--- config.mk ---
export PLATFORM = sky130hd
export DESIGN_NAME = pipe_stage_buf
export DESIGN_NICKNAME = d
export VERILOG_FILES = /design/src/rtl/pipe_stage_buf.sv
export SDC_FILE = /design/constraint.sdc
export NUM_CORES = 1
export LEC_CHECK = 0
export ABC_AREA = 1
export CAP_MARGIN = 20
export CORE_MARGIN = 5
export CORE_UTILIZATION = 40
export CTS_CLUSTER_SIZE = 14
export DETAILED_ROUTE_END_ITERATION = 6
export PLACE_DENSITY = 0.66
export SLEW_MARGIN = 20
export SYNTH_ARGS = -nofsm -noshare
export SYNTH_HDL_FRONTEND = slang
export SYNTH_SLANG_ARGS = --single-unit
--- constraint.sdc ---
create_clock -name clk -period 1.65 [get_ports clk]
set_input_delay 0.165 -clock clk [delete_from_list [all_inputs] [get_ports clk]]
set_output_delay 0.165 -clock clk [all_outputs]
set_load 0.02 [all_outputs]
--- src/rtl/pipe_stage_buf.sv ---
// pipe_stage_buf: two-entry (main + skid) pipeline register with a registered in_ready.
// Optional stall statistics counter enabled by defining PIPE_STAGE_BUF_STATS_EN.
`default_nettype none

module pipe_stage_buf #(
  parameter int W = 16,
  parameter int L = 4,
  parameter int C = 3
) (
  input  logic             clk,
  input  logic             rst,
  input  logic             flush,
  input  logic             in_valid,
  output logic             in_ready,
  input  logic [L*W-1:0]   in_data,
  input  logic [C-1:0]     in_ctrl,
  output logic             out_valid,
  input  logic             out_ready,
  output logic [L*W-1:0]   out_data,
  output logic [C-1:0]     out_ctrl
`ifdef PIPE_STAGE_BUF_STATS_EN
  ,
  output logic [15:0]      stall_cnt
`endif
);

  typedef enum logic [1:0] {
    EMPTY = 2'd0,
    ONE   = 2'd1,
    TWO   = 2'd2
  } state_t;

  state_t             state;
  state_t             state_nxt;
  logic [L*W-1:0]     main_data;
  logic [L*W-1:0]     skid_data;
  logic [C-1:0]       main_ctrl;
  logic [C-1:0]       skid_ctrl;
  logic               ready_q;
  logic               accept;
  logic               send;
  logic               load_main_in;
  logic               load_main_skid;
  logic               load_skid_in;

  assign out_valid = (state != EMPTY);
  assign out_data  = main_data;
  assign out_ctrl  = main_ctrl;
  assign in_ready  = ready_q;
  assign accept    = in_valid && ready_q;
  assign send      = out_valid && out_ready;

  always_comb begin
    state_nxt      = state;
    load_main_in   = 1'b0;
    load_main_skid = 1'b0;
    load_skid_in   = 1'b0;
    case (state)
      EMPTY: begin
        if (accept) begin
          state_nxt    = ONE;
          load_main_in = 1'b1;
        end
      end
      ONE: begin
        if (accept && send) begin
          load_main_in = 1'b1;
        end else if (accept) begin
          state_nxt    = TWO;
          load_skid_in = 1'b1;
        end else if (send) begin
          state_nxt = EMPTY;
        end
      end
      TWO: begin
        if (send) begin
          state_nxt      = ONE;
          load_main_skid = 1'b1;
        end
      end
      default: state_nxt = EMPTY;
    endcase
    // A squash overrides every transfer decided above.
    if (flush) begin
      state_nxt      = EMPTY;
      load_main_in   = 1'b0;
      load_main_skid = 1'b0;
      load_skid_in   = 1'b0;
    end
  end

  always_ff @(posedge clk) begin
    if (!rst) begin
      state     <= EMPTY;
      ready_q   <= 1'b1;
      main_data <= '0;
      main_ctrl <= '0;
      skid_data <= '0;
      skid_ctrl <= '0;
    end else begin
      state   <= state_nxt;
      // Ready is derived from the next state so it never depends on out_ready combinationally.
      ready_q <= (state_nxt != TWO);
      if (load_main_in) begin
        main_data <= in_data;
        main_ctrl <= in_ctrl;
      end else if (load_main_skid) begin
        main_data <= skid_data;
        main_ctrl <= skid_ctrl;
      end
      if (load_skid_in) begin
        skid_data <= in_data;
        skid_ctrl <= in_ctrl;
      end
    end
  end

`ifdef PIPE_STAGE_BUF_STATS_EN
  always_ff @(posedge clk) begin
    if (!rst || flush) begin
      stall_cnt <= 16'h0000;
    end else if (out_valid && !out_ready && (stall_cnt != 16'hFFFF)) begin
      stall_cnt <= stall_cnt + 16'd1;
    end
  end
`endif

endmodule

`default_nettype wire

==> summary.md <==
| Metric | Value |
|---|---|
| Status | `completed` |
| CTS tree | `built` |
| Worst VDD drop | `0.0007103 V` |
| Area Growth Syn to Fin | `36.28%` |
| Port buffer count | `140` |
| Critical Path Max Stage Delay | `0.67 ns` |
| Post-Synth Simple-Gate Area | `0.3316` |
| Final-report max-slew violation count | `0` |
| Synth area leaders | `dfxtp_1 45%, nand2_1 13%, nand3_1 11%` |
| Hold Crit Class | `primary input to flip-flop` |
| Starting DRC count in detailed routing | `roughly 410` |
| Rows | `45` |
| XOR/XNOR Fraction of Synth Area | `0` |
| Setup_tns | `0 ns` |
| Die height | `133.1 um` |
| Hold_sp | `rst` |
| Post-place setup slack | `-0.09920 ns` |
| Endpoint, Worst Hold | `skid_data[41]` |
| Final GP Congestion | `just under 0.8` |
| P_leak | `3.744 nW` |
| H-tree levels | `4` |
| Synth Warn # | `0` |
| F_max | `632.3 MHz` |
| NumNets Final | `between 1k and 1.5k` |
| Initial core utilization | `0.4031` |
| Largest family of logic cells by synthesized area | `simple AND/OR/NAND/NOR gates` |
| IO Count | `141` |
| Fin util | `0.5493` |
| Core box area | `~15,000 um2` |
| WHS Path Cells | `3` |
| Synthesized cell area | `6060 um2` |
| # clock sinks | `137` |
| First-pass GRT wire length | `28.15 mm` |
| Delay-heaviest family, CP | `buffers and inverters` |
| RSZ-0062 raised after global routing | `no` |
| Worst Clk Skew | `around 0.0061 ns` |
| Worst reg2reg setup slack | `between 0.2 and 0.25 ns` |
| Final Worst Setup Slack | `0.06835 ns` |
| Clock tree buffer depth | `2` |
| Synth Area in Compound Gates | `0.1144` |
| Fin. Hold Viols | `0` |
| Initial antenna violation count | `0` |
| ANT nets after route | `0` |
| Non-Filler Instances | `1,219` |
| Post-synthesis mux area share | `0` |
| Pwr Total | `7.996 mW` |
| Adder and majority cell fraction of the synthesized area | `0` |
| Pwr Density | `968.3 nW/um2` |
| Crit end category | `primary output` |
| Worst-path clk slew | `~0.050 ns` |
| Die Footprint | `roughly 18,000 um2` |
| DR DRC count | `0` |
| DRT Pass-1 Iters | `5` |
| Post-synthesis cell count | `~900` |
| Post-synthesis net count | `approximately 980` |
| TritonCTS buffer count | `17` |
| Cell accounting for the most synthesized area | `dfxtp_1` |
| Vias in the first global route | `5,543` |
| Worst-skew pair later-pin latency | `slightly above 0.4 ns` |
| Placed wire-length estimate | `10.93 mm` |
| Measured slew at the worst slew-check pin | `0.3281 ns` |
| Grt ovf | `0` |
| Crit path buffers/inverters | `1` |
| Drt total wl | `17.03 mm` |
| Largest net degree at the start of global routing | `47` |
| Relative slew margins | `0.7806` |
| Crit path max fanout | `2` |
| Worst path arrival time | `1.42 ns` |
| Synth unique cells | `18` |
| WL/cell | `roughly 14 um` |
| Post-synthesis register bit count | `137` |
| DR vias | `about 6.0k` |
| Post-route minimum period | `1.582 ns` |
| Placed insts | `1,189` |
| Setup-failing EPs final | `0` |
| Vias/cell | `approximately 5` |
| Critical path class | `flip-flop to primary output` |
| Worst r2r src | `state[0]` |
| Worst R2R Path Depth | `6` |
| CTS root buf | `clkbuf_16` |
| R2R Path End | `skid_data[5]` |
| Maxcap violations | `0` |
| Gr usage total | `0.1938` |
| Worst EP required | `1.48 ns` |
| Startpoint Class | `flip-flop` |
| Die W | `133.1 um` |
| Ant. Diodes | `0` |
| Average size of a mapped cell | `6.703 um2` |
| Final worst-path cycle share | `0.9586` |
| Worst path slowest cell | `clkdlybuf4s50_1` |
| Cells along the critical path | `clkdlybuf4s50_1` |
| Yosys top cell area share | `0.4526` |
| Share of cells above drive strength 1 | `0.05820` |
| Seq/Total Area, Yosys | `0.4526` |
-- report_power, final --
part           internal (mW)  switching, mW
combinational          0.550          0.615
sequential              3.47         0.0824
clock                   1.98           1.30
-- layout make-up --
| cell class | instances | area (um2) |
|---|---|---|
| clock buffers | 27 | 483.0 |
| inverters | 75 | 281.5 |
| clock inverters | 3 | 17.52 |
| well taps | 188 | 235.2 |
| repair buffers | 167 | 1773 |
| multi-input cells | 622 | 2723 |
| flip-flops and latches | 137 | 2745 |
| fillers | 1479 | 6775 |
-- layout by cell type, fill, tap and decap left out, types with 5 or more instances in the layout --
| cell | netlist | routed |
|---|---|---|
| a21oi_1 | 69 | 69 |
| buf_12 | 0 | 14 |
| buf_4 | 2 | 13 |
| clkbuf_1 | 31 | 8 |
| clkbuf_16 | 0 | 17 |
| clkdlybuf4s50_1 | 0 | 138 |
| dfxtp_1 | 137 | 135 |
| inv_1 | 73 | 72 |
| nand2_1 | 208 | 207 |
| nand3_1 | 136 | 136 |
| nor2_1 | 136 | 136 |
| o21ai_0 | 63 | 63 |
| o21ai_1 | 5 | 5 |
-- stage by stage --
step           instance area (um2)  hold slack [ns]
3_3_place_gp                  7756           0.4681
6_report                      8258           0.1452
4_1_cts                       8258           0.1265
2_1_floorplan                 6060           0.2999
5_1_grt                       8258           0.1504
3_5_place_dp                  7756           0.4736
-- worst max path at each step --
| stage | startpoint | endpoint | depth (start not counted) |
|---|---|---|---|
| after floorplan | in_ready | out_data[10] | 7 |
| after global placement | flush | out_data[42] | 7 |
| after detailed placement | in_valid | skid_data[5] | 8 |
| after CTS | out_data[45] | out_data[45] | 1 |
| after global routing | out_data[54] | out_data[54] | 1 |
| final | out_data[44] | out_data[44] | 1 |
-- cells by family (layout without fill, tap and decap cells) --
family | after synthesis | in the layout
buffers and inverters | 145 | 272
AO/OA/AOI/OAI | 138 | 138
AND/OR/NAND/NOR | 484 | 484
flip-flops | 137 | 137
-- cell usage after synthesis --
master / instances
nor3_2: 2
o21ai_1: 5
buf_4: 2
nor2_4: 1
nand2_1: 208
o21bai_1: 1
a21oi_1: 69
buf_2: 26
buf_1: 7
nand2_2: 1
inv_1: 73
buf_6: 4
clkbuf_1: 31
dfxtp_1: 137
inv_2: 2
nand3_1: 136
o21ai_0: 63
nor2_1: 136
-- state kept, by name, indices dropped and copies added (netlist names) --
| name | cells |
|---|---|
| skid_ctrl | 3 |
| skid_data | 64 |
| out_data | 64 |
| out_ctrl | 3 |
| state | 2 |
| in_ready | 1 |
-- metal layers --
layer / vias up / share of wire / global-route usage
met5: - / 0 / 0
met4: 0 / 0.020 / 0.06986
met3: 23 / 0.063 / 0.05285
met2: 183 / 0.45 / 0.3053
met1: 2704 / 0.47 / 0.2553
li1: 3106 / - / -
-- timing repair --
item,in CTS,in global routing
hold endpoints to repair,0,0
setup endpoints to repair,1,0
resized for setup,3,0
hold buffers,0,0
setup buffers,0,0
Power figures use the tool's default switching activity.
